<file path="src/rtl/nco_sweep_ctrl_pkg.sv">
// -----------------------------------------------------------------------------
// nco_sweep_ctrl_pkg
//   Shared definitions for the NCO state-RAM sequencer:
//     - slot/word geometry and field offsets of the 51-bit state word
//     - sequencer state encoding
//     - the per-sample word update and the host read-modify-write merge
//   Word layout: [50:19] phase, [18] rst flag, [17:0] pitch increment.
// -----------------------------------------------------------------------------
package nco_sweep_ctrl_pkg;

   localparam int VOICES  = 8;
   localparam int V_OSC   = 8;
   localparam int V_WIDTH = 3;
   // Eight oscillators per voice need three index bits so that
   // slot = {voice, osc} covers all VOICES*V_OSC words.
   localparam int O_WIDTH = 3;
   localparam int SLOT_W  = V_WIDTH + O_WIDTH;
   localparam int NSLOT   = VOICES * V_OSC;

   localparam int PH_W    = 32;
   localparam int PI_W    = 18;
   localparam int WORD_W  = PH_W + 1 + PI_W;

   localparam int PH_LSB  = 19;
   localparam int RST_BIT = 18;
   localparam int PI_MSB  = 17;

   typedef enum logic [2:0] {
      ST_IDLE   = 3'd0,
      ST_SWEEP  = 3'd1,
      ST_DRAIN  = 3'd2,
      ST_H_RD   = 3'd3,
      ST_H_WAIT = 3'd4,
      ST_H_WR   = 3'd5
   } state_t;

   // Per-sample update: a pending note-on zeroes the phase and consumes the
   // flag; otherwise the phase advances by the zero-extended pitch, wrapping.
   function automatic logic [WORD_W-1:0] phase_update(input logic [WORD_W-1:0] word);
      logic [PH_W-1:0]   phase;
      logic [PI_W-1:0]   pitch;
      logic [WORD_W-1:0] res;
      phase = word[PH_LSB +: PH_W];
      pitch = word[PI_MSB:0];
      res   = word;
      if (word[RST_BIT]) begin
         res[PH_LSB +: PH_W] = '0;
         res[RST_BIT]        = 1'b0;
      end else begin
         res[PH_LSB +: PH_W] = phase + PH_W'(pitch);
      end
      return res;
   endfunction

   // Host merge: the phase is never touched; the pitch is replaced and/or the
   // rst flag is set. With neither request the word goes back unchanged.
   function automatic logic [WORD_W-1:0] host_merge(
      input logic [WORD_W-1:0] word,
      input logic              set_pitch,
      input logic [PI_W-1:0]   pitch,
      input logic              note_on
   );
      logic [WORD_W-1:0] res;
      res = word;
      if (set_pitch) res[PI_MSB:0] = pitch;
      if (note_on)   res[RST_BIT]  = 1'b1;
      return res;
   endfunction

endpackage

</file>
<file path="src/rtl/nco_sweep_ctrl_update.sv">
// -----------------------------------------------------------------------------
// nco_phase_update
//   Purely combinational state-word update used on the sweep write-back path.
//   Ports:
//     word_in   in  WORD_W  word as read from the state RAM
//     word_out  out WORD_W  word to write back (new phase in [50:19])
// -----------------------------------------------------------------------------
module nco_phase_update
   import nco_sweep_ctrl_pkg::*;
(
   input  logic [WORD_W-1:0] word_in,
   output logic [WORD_W-1:0] word_out
);

   assign word_out = phase_update(word_in);

endmodule

</file>
<file path="src/rtl/nco_sweep_ctrl.sv">
// -----------------------------------------------------------------------------
// nco_sweep_ctrl
//   Sequencer/arbiter for the NCO state RAM port A. Each sample tick sweeps
//   every slot through read -> update -> write-back and streams the new phase
//   to the wavetable stage. Between sweeps, single host read-modify-writes
//   (pitch set / note-on) are granted.
//
//   RAM timing: a read address in cycle c returns ram_qa in c+2; a write uses
//   the address presented one cycle before ram_we/ram_d.
//
//   Host handshake: host_req is held with its payload until host_ack. host_ack
//   is a single-cycle pulse in the cycle after acceptance; the payload is
//   captured when accepted, so the host may change it once host_ack is seen.
//   Requests are only accepted in IDLE with no tick pending; otherwise they
//   simply wait.
//
//   Ports:
//     sCLK_XVXENVS       in   clock (also the RAM clock)
//     reset              in   synchronous, active-high
//     sample_tick        in   1-cycle pulse, requests a sweep
//     host_req/host_ack  in/out request handshake
//     host_slot          in   target slot {voice,osc}
//     host_set_pitch     in   replace pitch field with host_pitch
//     host_pitch         in   new pitch increment
//     host_note_on       in   set rst flag (phase zeroed on next sweep)
//     ram_reada_address  out  port A read address
//     ram_qa             in   port A read data
//     ram_write_address  out  write address (leads ram_we/ram_d by a cycle)
//     ram_d / ram_we     out  write data / enable
//     phase_valid        out  phase_slot/phase_out valid
//     phase_slot         out  slot of phase_out
//     phase_out          out  updated phase
//     busy               out  sequencer not idle
//     overrun            out  sticky: tick arrived while one was still pending
//     state_dbg          out  current sequencer state
// -----------------------------------------------------------------------------
module nco_sweep_ctrl
   import nco_sweep_ctrl_pkg::*;
(
   input  logic              sCLK_XVXENVS,
   input  logic              reset,
   input  logic              sample_tick,
   input  logic              host_req,
   output logic              host_ack,
   input  logic [SLOT_W-1:0] host_slot,
   input  logic              host_set_pitch,
   input  logic [PI_W-1:0]   host_pitch,
   input  logic              host_note_on,
   output logic [SLOT_W-1:0] ram_reada_address,
   input  logic [WORD_W-1:0] ram_qa,
   output logic [SLOT_W-1:0] ram_write_address,
   output logic [WORD_W-1:0] ram_d,
   output logic              ram_we,
   output logic              phase_valid,
   output logic [SLOT_W-1:0] phase_slot,
   output logic [PH_W-1:0]   phase_out,
   output logic              busy,
   output logic              overrun,
   output logic [2:0]        state_dbg
);

   localparam logic [SLOT_W-1:0] LAST_SLOT = SLOT_W'(NSLOT - 1);

   state_t            state_q, state_d;
   logic [SLOT_W-1:0] cnt_q;
   logic              tick_pend_q;
   logic              overrun_q;

   // Sweep read pipeline: stage 1 = address held for the write, stage 2 =
   // data returned from RAM and written back.
   logic              rd_v1_q, rd_v2_q;
   logic [SLOT_W-1:0] slot1_q, slot2_q;

   // Latched host request.
   logic [SLOT_W-1:0] h_slot_q;
   logic              h_set_q;
   logic [PI_W-1:0]   h_pitch_q;
   logic              h_note_q;

   logic              sweep_start;
   logic              host_accept;
   logic [WORD_W-1:0] upd_word;
   logic [WORD_W-1:0] host_word;

   nco_phase_update u_update (
      .word_in  (ram_qa),
      .word_out (upd_word)
   );

   assign host_word = host_merge(ram_qa, h_set_q, h_pitch_q, h_note_q);

   // ---------------------------------------------------------------- FSM next
   always_comb begin
      state_d     = state_q;
      sweep_start = 1'b0;
      host_accept = 1'b0;
      unique case (state_q)
         ST_IDLE: begin
            // A pending tick always wins over the host.
            if (tick_pend_q) begin
               state_d     = ST_SWEEP;
               sweep_start = 1'b1;
            end else if (host_req) begin
               state_d     = ST_H_RD;
               host_accept = 1'b1;
            end
         end
         ST_SWEEP: begin
            if (cnt_q == LAST_SLOT) state_d = ST_DRAIN;
         end
         ST_DRAIN: begin
            // Leave once stage 1 is empty: the final write-back issues now.
            if (!rd_v1_q) state_d = ST_IDLE;
         end
         ST_H_RD:   state_d = ST_H_WAIT;
         ST_H_WAIT: state_d = ST_H_WR;
         ST_H_WR:   state_d = ST_IDLE;
         default:   state_d = ST_IDLE;
      endcase
   end

   // ---------------------------------------------------------- FSM register
   always_ff @(posedge sCLK_XVXENVS) begin
      if (reset) begin
         state_q <= ST_IDLE;
         cnt_q   <= '0;
      end else begin
         state_q <= state_d;
         if (state_q == ST_SWEEP) cnt_q <= cnt_q + SLOT_W'(1);
         else                     cnt_q <= '0;
      end
   end

   // ------------------------------------------------------- tick bookkeeping
   always_ff @(posedge sCLK_XVXENVS) begin
      if (reset) begin
         tick_pend_q <= 1'b0;
         overrun_q   <= 1'b0;
      end else begin
         if (sample_tick) begin
            // A tick on top of an unconsumed one is dropped and flagged. A
            // tick in the very cycle the pending one is consumed is not lost.
            if (tick_pend_q && !sweep_start) overrun_q <= 1'b1;
            tick_pend_q <= 1'b1;
         end else if (sweep_start) begin
            tick_pend_q <= 1'b0;
         end
      end
   end

   // --------------------------------------------------------- sweep pipeline
   always_ff @(posedge sCLK_XVXENVS) begin
      if (reset) begin
         rd_v1_q <= 1'b0;
         rd_v2_q <= 1'b0;
         slot1_q <= '0;
         slot2_q <= '0;
      end else begin
         rd_v1_q <= (state_q == ST_SWEEP);
         rd_v2_q <= rd_v1_q;
         slot1_q <= cnt_q;
         slot2_q <= slot1_q;
      end
   end

   // ----------------------------------------------------------- host latch
   always_ff @(posedge sCLK_XVXENVS) begin
      if (reset) begin
         h_slot_q  <= '0;
         h_set_q   <= 1'b0;
         h_pitch_q <= '0;
         h_note_q  <= 1'b0;
      end else if (host_accept) begin
         h_slot_q  <= host_slot;
         h_set_q   <= host_set_pitch;
         h_pitch_q <= host_pitch;
         h_note_q  <= host_note_on;
      end
   end

   // ----------------------------------------------------------------- outputs
   always_comb begin
      busy              = (state_q != ST_IDLE);
      host_ack          = (state_q == ST_H_RD);
      overrun           = overrun_q;
      state_dbg         = state_q;

      ram_reada_address = '0;
      if (state_q == ST_SWEEP)     ram_reada_address = cnt_q;
      else if (state_q == ST_H_RD) ram_reada_address = h_slot_q;

      // Sweep and host traffic never overlap: host work only starts after
      // the drain has emptied the pipeline.
      ram_write_address = '0;
      if (rd_v1_q)                   ram_write_address = slot1_q;
      else if (state_q == ST_H_WAIT) ram_write_address = h_slot_q;

      ram_we      = 1'b0;
      ram_d       = '0;
      phase_valid = 1'b0;
      phase_slot  = '0;
      phase_out   = '0;
      if (rd_v2_q) begin
         ram_we      = 1'b1;
         ram_d       = upd_word;
         phase_valid = 1'b1;
         phase_slot  = slot2_q;
         phase_out   = upd_word[PH_LSB +: PH_W];
      end else if (state_q == ST_H_WR) begin
         ram_we = 1'b1;
         ram_d  = host_word;
      end
   end

endmodule

</file>
<file path="config.mk">
export PLATFORM = sky130hd
export DESIGN_NAME = nco_sweep_ctrl
export DESIGN_NICKNAME = d
export VERILOG_FILES = /design/src/rtl/nco_sweep_ctrl_pkg.sv /design/src/rtl/nco_sweep_ctrl_update.sv /design/src/rtl/nco_sweep_ctrl.sv
export SDC_FILE = /design/constraint.sdc
export NUM_CORES = 1
export LEC_CHECK = 0
export BUFFER_PORTS_ARGS = -buffer_cell sky130_fd_sc_hd__buf_4
export CORE_UTILIZATION = 49
export CTS_BUF_LIST = sky130_fd_sc_hd__clkbuf_8
export DETAILED_ROUTE_END_ITERATION = 10
export PLACE_DENSITY = 0.84
export SYNTH_ARGS = -nofsm -noshare
export SYNTH_HDL_FRONTEND = slang
export SYNTH_SLANG_ARGS = --single-unit
export TNS_END_PERCENT = 10
</file>
<file path="constraint.sdc">
create_clock -name sCLK_XVXENVS -period 2.8 [get_ports sCLK_XVXENVS]
set_input_delay 0.28 -clock sCLK_XVXENVS [delete_from_list [all_inputs] [get_ports sCLK_XVXENVS]]
set_output_delay 0.28 -clock sCLK_XVXENVS [all_outputs]
set_load 0.01 [all_outputs]
</file>
After elaboration in Yosys (flattened, before gate mapping)
Cells that the tools add are included.
Widths: inputs -> output; s select.

word-level totals
  output and inout bits = 109
  word-level logic and storage cells = 58
  register bits after elaboration = 51
  input port bits = 81

operators by class
  multiplexer cells = 26
  reduce and logical (&&, ||, !) cells = 8
  $add $sub $neg = 2
  bitwise gates (word level) = 1
  eq/ne operators = 9

operators with widths
  cell                 count
  $mux 51              2
  $mux 32              2
  $add 32x18->32       1
  $mux 6               5
  $mux 18              1
  $pmux 3 s5           1
  $mux 3               4
  $mux 1               11
  $add 6x1->6 const B  1
  $eq 3x2->1 const B   2
  $eq 3x3->1 const B   2
  $eq 6x6->1 const B   1
  $ne 2x2->1 const B   2
  $eq 3x1->1 const B   1
  $logic_not 3->1      1
  $ne 3x3->1 const B   1
  $reduce_and 3->1     1
  $reduce_bool 3->1    1
  $reduce_and 2->1     1
  $reduce_bool 2->1    1
  $reduce_or 2->1      1
  $logic_and 1x1->1    1
  $logic_not 1->1      1
  $not 1->1            1

Depth between registers and ports, before layout
Gate-level depths: netlist of the first run.

  word-level depth = 5
  gate-level depth with buffers = 10
  mapped depth without buffers = 10

By module
A second synthesis of the first run with hierarchy kept.

second synthesis, totals
  cell total of the unflattened synthesis = 592
  area, all modules = 4585.6 um^2

modules (own cells, without submodules)
  module            seq. area each (um^2)  instances  area each (um^2)  cells each
  nco_sweep_ctrl    1021.0                 1          3106.7            364
  nco_phase_update  0.0                    1          1478.9            228

Worst setup path before layout of the first run
No wires, ideal clock.

  path kind = input to output
  from = input ram_qa[0]
  to = output ram_d[29]
  slack = 357 ps
  arrival = 2163 ps
  buffers on the path = 0
  stages on the path = 10
  path through = ha_1 > inv_1 > fa_1 > nor2b_4 > o31a_1 > or4_4 > a31oi_4 > o21ai_2 > xnor2_1 > a22o_1

on the way
  word-level cells in the longest chain between the ends = 3

ends and longest elaborated chain
  what             line                      text
  start, declared  nco_sweep_ctrl.sv:50      input logic [WORD_W-1:0] ram_qa,
  $add 32x18->32   nco_sweep_ctrl_pkg.sv:50  res[PH_LSB +: PH_W] = phase + PH_W'(pitch);
  $mux 32          nco_sweep_ctrl_pkg.sv:46  if (word[RST_BIT]) begin
  $mux 51          nco_sweep_ctrl.sv:203     if (rd_v2_q) begin
  end, declared    nco_sweep_ctrl.sv:52      output logic [WORD_W-1:0] ram_d,

Every way passes these cells.

Worst setup path in the final report of the first run
  from = input ram_qa[19]
  to = output ram_d[29]

Same word-level chain as after synthesis.

==> results of run 1 <==
==> worst max-delay path, delay by kind of cell <==
family                   cells  cell delay, ns
buffers and inverters        3            0.28
AND/OR/NAND/NOR              2            0.59
AO/OA/AOI/OAI                4            0.86
adder cells (fa/ha/maj)      2            0.38
XOR/XNOR                     1            0.16
==> power groups by stage <==
stage	registers [mW]	clock network, mW	logic [mW]
5_1_grt	0.799	0.507	0.729
3_5_place_dp	0.810	0	0.639
4_1_cts	0.793	0.476	0.643
6_report	0.793	0.464	0.667
2_1_floorplan	0.796	0	0.391
3_3_place_gp	0.807	0	0.631
==> state kept, by name, summed over array words and instances, names as in the netlist, 3 cells and up <==
signal     cells
cnt_q          6
h_pitch_q     18
h_slot_q       6
slot1_q        6
slot2_q        6
state_dbg      3
==> final cells by class <==
cell class	instances	area share
Multi-Input combinational cell	463	0.5003
Tap cell	102	0.02241
Inverter	9	0.005933
Timing Repair Buffer	207	0.2749
Clock inverter	3	0.005054
Clock buffer	5	0.01209
Sequential cell	51	0.1793
==> logic make-up (layout without fill, tap and decap cells) <==
group           Yosys count  count (layout)  synth area share
xor+xnor                 29              29           0.06352
compound gates          154             154            0.2553
buf+inv                  52             224           0.05225
simple gates            253             253            0.2916
fa+ha+maj                20              20           0.06446
mux                       7               7           0.01752
flops                    51              51            0.2553
==> per-layer routing <==
metal / vias to the layer above / part of all wire / wire length [µm]
met5: - / 0 / 0
met4: 0 / 0.016 / 210
met3: 18 / 0.056 / 734
met2: 164 / 0.51 / 6616
met1: 2137 / 0.42 / 5494
li1: 2298 / - / -
==> what timing repair did <==
item,in CTS,in global routing
gates resized for setup,1,16
setup endpoints to repair,2,24
gates cloned,0,0
pin swaps,0,10
buffers inserted,0,3
==> cells in the final DEF, fill, tap and decap left out, drive strengths merged, types with 5 or more instances in the layout <==
cell type / synthesis / layout
a21oi: 65 / 65
a22o: 11 / 11
nand2b: 6 / 6
nand3: 10 / 10
xnor2: 17 / 17
o21ai: 19 / 19
nor2b: 18 / 18
and2: 14 / 14
nand4: 6 / 6
clkbuf: 32 / 5
nor3: 11 / 11
nor2: 50 / 50
dfxtp: 51 / 51
mux2i: 7 / 7
and3: 6 / 6
a31oi: 9 / 9
ha: 19 / 19
xor2: 12 / 12
buf: 11 / 207
a21o: 20 / 20
inv: 9 / 12
a211oi: 7 / 7
nand2: 119 / 119
==> final timing paths <==
| check | startpoint | end | slack, ns | cells past startpoint |
|---|---|---|---|---|
| max | ram_qa[19] | ram_d[29] | -0.02 | 12 |
| min | sample_tick | tick_pend_q | 0.20 | 3 |
| max reg2reg | state_dbg[2] | h_pitch_q[17] | 0.67 | 4 |
| min reg2reg | h_pitch_q[16] | h_pitch_q[16] | 0.46 | 2 |
==> metrics.md, run 1 <==
| Metric | Value |
|---|---|
| Final cycle utilization of the critical path | 1.007 |
| EDFF count, synth | 0 |
| Post-DP HPWL | 10340 µm |
| Crit-path max FO | 3 |
| RSZ-0062 raised after global routing | true |
| Final Worst Setup Slack | -0.02095 ns |
| # Max-Cap Violations | 0 |
| Antenna violations before repair | 0 |
| Via count | 4617 |
| Initial Util | 0.5122 |
| Place WS | 0.009103 ns |
| Worst-Skew Late Latency | 0.31 ns |
| Critical Path Source Type | primary input |
| Hold Vio Cnt, Final | 0 |
| Worst VDD drop | 366.8 µV |
| Crit path kind | in -> out |
| Layout fillers | 677 |
| Slowest stage cell, crit path | or4_4 |
| Share of layout cells above drive strength 1 | 0.3266 |
| CTS buffer count | 5 |
| Leak pwr | 2.713 nW |
| Sequential fraction of the synthesis area | 0.2553 |
| Maximum clock path buffer count | 2 |
| Total global-route track usage | 0.3018 |
| Slowest stage delay, CP | 0.54 ns |
| Synth Flop Type | dfxtp_1 |
| Grt peak-use layer | met2 |
| Post-synthesis cell type count | 59 |
| Die width | 92.34 µm |
| Mapped Area | 3999 µm² |
| Final Power | 1.924 mW |
| Fin area | 5694 µm² |
| Most common cell in the netlist | nand2_1 |
| Sw Ratio | 0.3482 |
| Combinational Power Share | 0.347 |
| Synth top area share | 0.2553 |
| Inst Count DP | 829 |
| Antenna diodes | 0 |
| Final nets | 838 |
| Routed Antenna Nets | 0 |
| Worst slew pin tran | 1.146 ns |
| Count of final setup violators | 1 |
| P&R area growth vs syn | 42.40% |
| Iter 0 DRT Violations | 149 |
| Largest area contributor in the netlist | dfxtp_1 |
| Worst hold slack | 0.1991 ns |
| Routing usage on met2 | 0.5451 |
| TritonCTS Sinks | 51 |
| Mapped Cells | 566 |
| Routed wire length | 13050 µm |
| PortBufs | 189 |
| Ranking of synthesized cells by area | dfxtp_1 (26%), nand2_1 (11%), a21oi_1 (7.9%), ha_1 (5.9%), nor2_1 (4.7%) |
| Num ports | 190 |
| Slew headroom | 0.2250 |
| Cell repeated most along the worst path | buf_6 |
| Multi-input logic area | 2849 µm² |
| Ys Warns | 0 |
| Sequential Area | 1021 µm² |
| Async set-reset flop share out of synthesis | 0 |
| Pwr/cell area | 337.9 nW/µm² |
| Clock root buffer | clkbuf_8 |
| Switch Pwr | 0.6700 mW |
| Met3 Use GR | 0.04105 |
| Worst Skew | 0.01513 ns |
| Commonest cells in the synthesized netlist | nand2_1 (119), a21oi_1 (63), dfxtp_1 (51) |
| Row cnt | 32 |
| CTS Hold Buffers Added | 0 |
| Status | finished, violations left |
| Vias in the first global route | 4400 |
| Clock share of power | 0.241 |
| Critical Path AT | 2.54 ns |
| Met1 Resource Use GR | 0.3766 |
| Largest net degree at the start of global routing | 46 |
| Worst min path class | in -> reg |
| Chip height | 92.34 µm |
| Cell Area, Placed | 5492 µm² |
| Crit-path cells | buf_6 -> ha_4 -> inv_2 -> fa_2 -> nor2b_4 -> o31a_1 -> or4_4 -> a31oi_4 -> o21ai_2 -> xnor2_2 -> a22o_1 -> buf_6 |
| Clk slew on worst S/H paths | 0.11 ns |
| Gp weighted congestion | 0.9497 |
| Number of H-tree levels | 2 |
| Internal | 1.254 mW |
| Gr ovfl total | 0 |
| Util after Layout | 0.7293 |
| Min Tclk post-route | 2.821 ns |
| Drt drc | 0 |
| Violated checks | setup timing |
| First-pass DRT Iterations | 4 |
| Sequential Power Share | 0.412 |
| Endpoint class of the critical path | output port |
| Flops & latches, synth | 51 |
| Full die area | 8526 µm² |
| Routed len/inst | 15.54 µm |
| Via density | 5.496 |
| Core area | 7807 µm² |
| Final Max Tran Viols | 0 |
| CP required | 2.52 ns |
| Final Instance Count excl. Fillers | 840 |
| Synthesized Nets | 667 |
| First-pass GRT wire length | 20910 µm |
| Max Fclk | 0.3545 GHz |
| TritonCTS clock tree | yes |
| Post-Syn Area per Cell | 7.065 µm² |
| Final TNS setup | -0.02095 ns |
No activity file was read; power rests on OpenSTA's default activity.
==> inputs of run 2 (changes only) <==
- RECOVER_POWER: not set -> 25
==> run 2 against run 1 <==
The flow finishes with violations (capacitance limit, slew limit, setup timing). Non-clock buffer count is the same. Final area shrank 0.53%. Maximum frequency grew 0.45%. Routed wire length shrank 0.14%. Clock power is essentially flat. Die area is the same. Clock-buffer cell count is the same. Sequential cell count is the same. Clock skew grew 0.00052 ns. Sequential share of layout area grew 0.095 points. Critical path type unchanged. Highest routed layer unchanged.
==> metrics.md, run 2 (same netlist as run 1, synthesis figures left out) <==
| Metric | Value |
|---|---|
| Hold_sp | sample_tick |
| Worst VDD drop | 363.6 µV |
| Max Fclk | 0.3561 GHz |
| Routed Antenna Nets | 0 |
| Critical Path AT | 2.53 ns |
| Clk slew on worst S/H paths | 0.11 ns |
| Final cycle utilization of the critical path | 1.003 |
| Cell repeated most along the worst path | buf_6 |
| Worst hold slack | 0.2030 ns |
| Commonest cells after routing, fill and taps aside | buf_4 (196), nand2_1 (119), a21oi_1 (62), dfxtp_1 (51), nor2_1 (49) |
| Hold Vio Cnt, Final | 0 |
| Largest net degree at the start of global routing | 46 |
| WP buf/inv | 3 |
| Sw Ratio | 0.3491 |
| Most common cell after layout, fill and taps aside | buf_4 |
| Initial Util | 0.5122 |
| Total global-route track usage | 0.3018 |
| Violated checks | capacitance limit, slew limit, setup timing |
| Routed len/inst | 15.52 µm |
| Row cnt | 32 |
| Worst slew pin tran | 1.858 ns |
| Util after Layout | 0.7255 |
| Leak pwr | 2.674 nW |
| Die width | 92.34 µm |
| Routed wire length | 13040 µm |
| Final Worst Setup Slack | -0.008324 ns |
| Share of layout cells above drive strength 1 | 0.3157 |
| Reg-to-reg startpoint | state_dbg[2] |
| Pwr/cell area | 338.6 nW/µm² |
| Antenna diodes | 0 |
| Post-DP HPWL | 10340 µm |
| Drt drc | 0 |
| Number of H-tree levels | 2 |
| Crit path kind | in -> out |
| CP Launch Point | ram_qa[19] |
| Slowest stage delay, CP | 0.54 ns |
| Layout fillers | 688 |
| RSZ-0062 raised after global routing | true |
| Critical Path Source Type | primary input |
| Clock root buffer | clkbuf_8 |
| Status | finished, violations left |
| Vias in the first global route | 4400 |
| P&R area growth vs syn | 41.65% |
| Core area | 7807 µm² |
| Final nets | 838 |
| Inst Count DP | 829 |
| Sequential Power Share | 0.414 |
| Largest register by flop count | h_pitch_q |
| Final Max Tran Viols | 46 |
| TritonCTS clock tree | yes |
| Internal | 1.248 mW |
| CTS buffer count | 5 |
| Count of final setup violators | 1 |
| Worst Skew | 0.01565 ns |
| Full die area | 8526 µm² |
| # Max-Cap Violations | 1 |
| Chip height | 92.34 µm |
| Worst min path class | in -> reg |
| TritonCTS Sinks | 51 |
| First-pass GRT wire length | 20910 µm |
| Worst-Skew Late Latency | 0.31 ns |
| Min Tclk post-route | 2.808 ns |
| Gp weighted congestion | 0.9497 |
| Max reg flops | 18 |
| Gr ovfl total | 0 |
| Crit-path max FO | 3 |
| Via count | 4632 |
| CP required | 2.52 ns |
| PortBufs | 189 |
| Slowest stage cell, crit path | or4_4 |
| Via density | 5.514 |
| Combinational Power Share | 0.344 |
| Maximum clock path buffer count | 2 |
| Num ports | 190 |
| Switch Pwr | 0.6695 mW |
| First-pass DRT Iterations | 4 |
| Crit-path cells | buf_6 -> ha_4 -> inv_2 -> fa_2 -> nor2b_4 -> o31a_1 -> or4_4 -> a31oi_4 -> o21ai_2 -> xnor2_2 -> a22o_1 -> buf_6 |
| Endpoint class of the critical path | output port |
| Clock share of power | 0.242 |
| Top delay family on crit path | compound AO/OA/AOI/OAI gates |
| Antenna violations before repair | 0 |
| Iter 0 DRT Violations | 167 |
| Final Instance Count excl. Fillers | 840 |
| Slew headroom | -0.2384 |
run 2: stage by stage:
step / power [mW] / setup TNS [ns] / setup WS (ns) / cell area, µm²
floorplan: 1.187 / 0 / 0.3567 / 3999
global placement: 1.438 / 0 / 0.04640 / 5492
detailed placement: 1.449 / 0 / 0.009103 / 5492
CTS: 1.912 / 0 / 0.004700 / 5592
global route: 2.029 / -0.1945 / -0.07009 / 5664
finish: 1.918 / -0.008324 / -0.008324 / 5664
run 2: cell type report:
| class | count | area, µm² | area share |
|---|---|---|---|
| clock buffer | 5 | 68.82 | 0.01215 |
| clock inverter | 3 | 28.78 | 0.005081 |
| inverter | 9 | 33.78 | 0.005964 |
| multi-input combinational | 463 | 2849 | 0.5030 |
| sequential | 51 | 1021 | 0.1803 |
| tap | 102 | 127.6 | 0.02253 |
| timing repair buffer | 207 | 1535 | 0.2710 |
run 2: worst paths after layout:
check	end	slack (ns)	cells after the start
worst min register to register	h_pitch_q[16]	0.46	2
worst max register to register	h_slot_q[5]	0.61	4
worst max-delay path	ram_d[29]	-0.008	12
worst min-delay path	tick_pend_q	0.20	3
run 2: worst reg2reg max path, cell delays in order, from the launching register on:
cell     delay [ns]
dfxtp_1        0.42
or3_1          0.47
or3b_1         0.79
nand2_1        0.22
a21oi_1        0.08
run 2: timing repair:
action,CTS,global route
gates resized for setup,1,16
pin swaps,0,10
endpoints found under the hold margin,0,0
gates cloned,0,0
endpoints found under the setup margin,2,24
setup buffers,0,3
hold buffers,0,0
run 2: layer usage:
| layer | GRT usage | vias up | wire (µm) |
|---|---|---|---|
| met2 | 0.5451 | 181 | 6550 |
| met3 | 0.04105 | 18 | 811 |
| met5 | 0 | - | 0 |
| met4 | 0.07161 | 0 | 212 |
| li1 | - | 2296 | - |
| met1 | 0.3766 | 2137 | 5461 |
run 2: power groups by stage:
stage                     clock network, mW  logic, mW  registers, mW
after global placement                    0      0.631          0.807
after detailed placement                  0      0.639          0.810
after floorplan                           0      0.391          0.796
after global routing                  0.507      0.723          0.800
after CTS                             0.476      0.643          0.793
final                                 0.464      0.660          0.793
==> inputs of run 3 (changes only) <==
- CORE_UTILIZATION: 49 -> 40
- PLACE_DENSITY: 0.84 -> 0.71
==> run 3 against run 2 <==
The flow finishes with violations (capacitance limit, slew limit). Die area grew 22%. Clock skew down 0.0048 ns. Highest routed layer unchanged. Sequential cell count is the same. Core utilization fell by 13 points. Critical endpoint unchanged. Setup slack improved by 0.046 ns. Routed wire length up 5.9%.
==> metrics.md, run 3 (same netlist as run 1, synthesis figures left out) <==
| Metric | Value |
|---|---|
| Min Tclk post-route | 2.763 ns |
| Worst slew pin tran | 1.944 ns |
| Largest register by flop count | h_pitch_q |
| CP required | 2.52 ns |
| Worst Skew | 0.01088 ns |
| CTS buffer count | 5 |
| Final Max Tran Viols | 46 |
| Pwr/cell area | 356.9 nW/µm² |
| Number of H-tree levels | 2 |
| Total global-route track usage | 0.2563 |
| Max Fclk | 0.3620 GHz |
| Clk slew on worst S/H paths | 0.08 ns |
| Hold Vio Cnt, Final | 0 |
| TritonCTS Sinks | 51 |
| Routed len/inst | 15.88 µm |
| Iter 0 DRT Violations | 205 |
| Critical Path Source Type | primary input |
| Cell Area, Placed | 5550 µm² |
| Clock root buffer | clkbuf_8 |
| Core area | 9729 µm² |
| Antenna diodes | 0 |
| Via density | 5.351 |
| Drt drc | 0 |
| RSZ-0062 raised after global routing | true |
| Status | finished, violations left |
| Initial Util | 0.4110 |
| Critical Path AT | 2.48 ns |
| Largest net degree at the start of global routing | 46 |
| Routed Antenna Nets | 0 |
| Slew headroom | -0.2961 |
| Leak pwr | 2.680 nW |
| Max reg flops | 18 |
| Final cycle utilization of the critical path | 0.9867 |
| Gr ovfl total | 0 |
| Die width | 102.0 µm |
| TritonCTS clock tree | yes |
| Crit path kind | in -> out |
| Final nets | 836 |
| Row cnt | 36 |
| PortBufs | 189 |
| # Max-Cap Violations | 1 |
| Antenna violations before repair | 0 |
| Num ports | 190 |
| Routed wire length | 13800 µm |
| Via count | 4650 |
| Most common cell after layout, fill and taps aside | buf_4 |
| CTS Hold Buffers Added | 0 |
| Chip height | 102.0 µm |
| Full die area | 10400 µm² |
| Count of final setup violators | 0 |
| Crit-path max FO | 4 |
| Endpoint class of the critical path | output port |
| Post-DP HPWL | 10950 µm |
| Worst min path class | in -> reg |
| First-pass GRT wire length | 20870 µm |
| Violated checks | capacitance limit, slew limit |
| Worst-Skew Late Latency | 0.30 ns |
| Commonest cells after routing, fill and taps aside | buf_4 (193), nand2_1 (117), a21oi_1 (60), dfxtp_1 (51), nor2_1 (49) |
| Fin area | 5773 µm² |
| Gp weighted congestion | 0.9552 |
| Final TNS setup | 0 ns |
| Worst VDD drop | 344.4 µV |
| First-pass DRT Iterations | 5 |
| Layout fillers | 937 |
| Final Power | 2.060 mW |
| Maximum clock path buffer count | 2 |
| Share of layout cells above drive strength 1 | 0.3166 |
| P&R area growth vs syn | 44.37% |
| Vias in the first global route | 4030 |
## run 3: cell count changes in the layout (fill, tap and decap cells not counted), moves of 2 or more
cell,previous run,this run
o21ai_1,5,8
nand2_2,0,2
buf_4,196,193
nand2_1,119,117
xnor2_2,1,3
clkbuf_1,8,11
xnor2_1,16,14
bufinv_16,0,2
o21ai_0,13,10
ha_1,14,16
buf_6,3,0
a21oi_1,62,60
inv_6,2,0
## run 3: power breakdown
group	total, mW	internal, mW	switching [mW]	leakage, nW
registers	0.793	0.761	0.0320	0.415
clock network	0.588	0.353	0.235	0.0695
logic	0.679	0.303	0.376	2.20
total	2.06	1.42	0.643	2.68
## run 3: metal layers
metal  wire [µm]  up-vias  GRT usage
li1            -     2290          -
met2        6686      192     0.4445
met5           0        -          0
met1        5964     2154     0.3458
met3        1016       14    0.02668
met4         136        0    0.04835
## run 3: worst paths after layout
check,slack (ns),start,endpoint,depth (start not counted)
worst max-delay path,0.04,ram_qa[2],ram_d[29],10
worst min-delay path,0.20,sample_tick,tick_pend_q,3
worst max register to register,0.62,state_dbg[2],h_pitch_q[1],4
worst min register to register,0.46,h_pitch_q[5],h_pitch_q[5],2
## run 3: cell type report
type	instances	area, µm²	share of cell area
Clock buffer	5	68.82	0.01192
Inverter	9	33.78	0.005852
Timing Repair Buffer	205	1510	0.2616
Clock inverter	3	63.81	0.01105
Multi-Input combinational cell	463	2909	0.5039
Sequential cell	51	1021	0.1769
Tap cell	133	166.4	0.02883
## run 3: metrics by stage
stage / setup WS, ns / std cells / utilization / hold WS, ns
floorplan: 0.3567 / 566 / - / 0.3974
global placement: 0.02982 / 861 / 0.5705 / 0.4449
detailed placement: 0.02229 / 861 / 0.5705 / 0.4485
CTS: 0.01408 / 869 / 0.5841 / 0.2016
global route: -0.03403 / 869 / 0.5934 / 0.2161
finish: 0.03737 / 869 / 0.5934 / 0.2009
## run 3: worst max-delay path, stage by stage
cell	delay, ns
buf_4	0.12
ha_1	0.34
nor2b_4	0.15
o31a_1	0.29
or4_4	0.53
a31oi_4	0.20
o21ai_2	0.10
xnor2_2	0.13
a22o_1	0.21
buf_4	0.14
## run 3: repair_timing
| action | 4_1_cts | 5_1_grt |
|---|---|---|
| gates resized for setup | 0 | 26 |
| setup buffers | 0 | 1 |
| setup endpoints to repair | 0 | 25 |
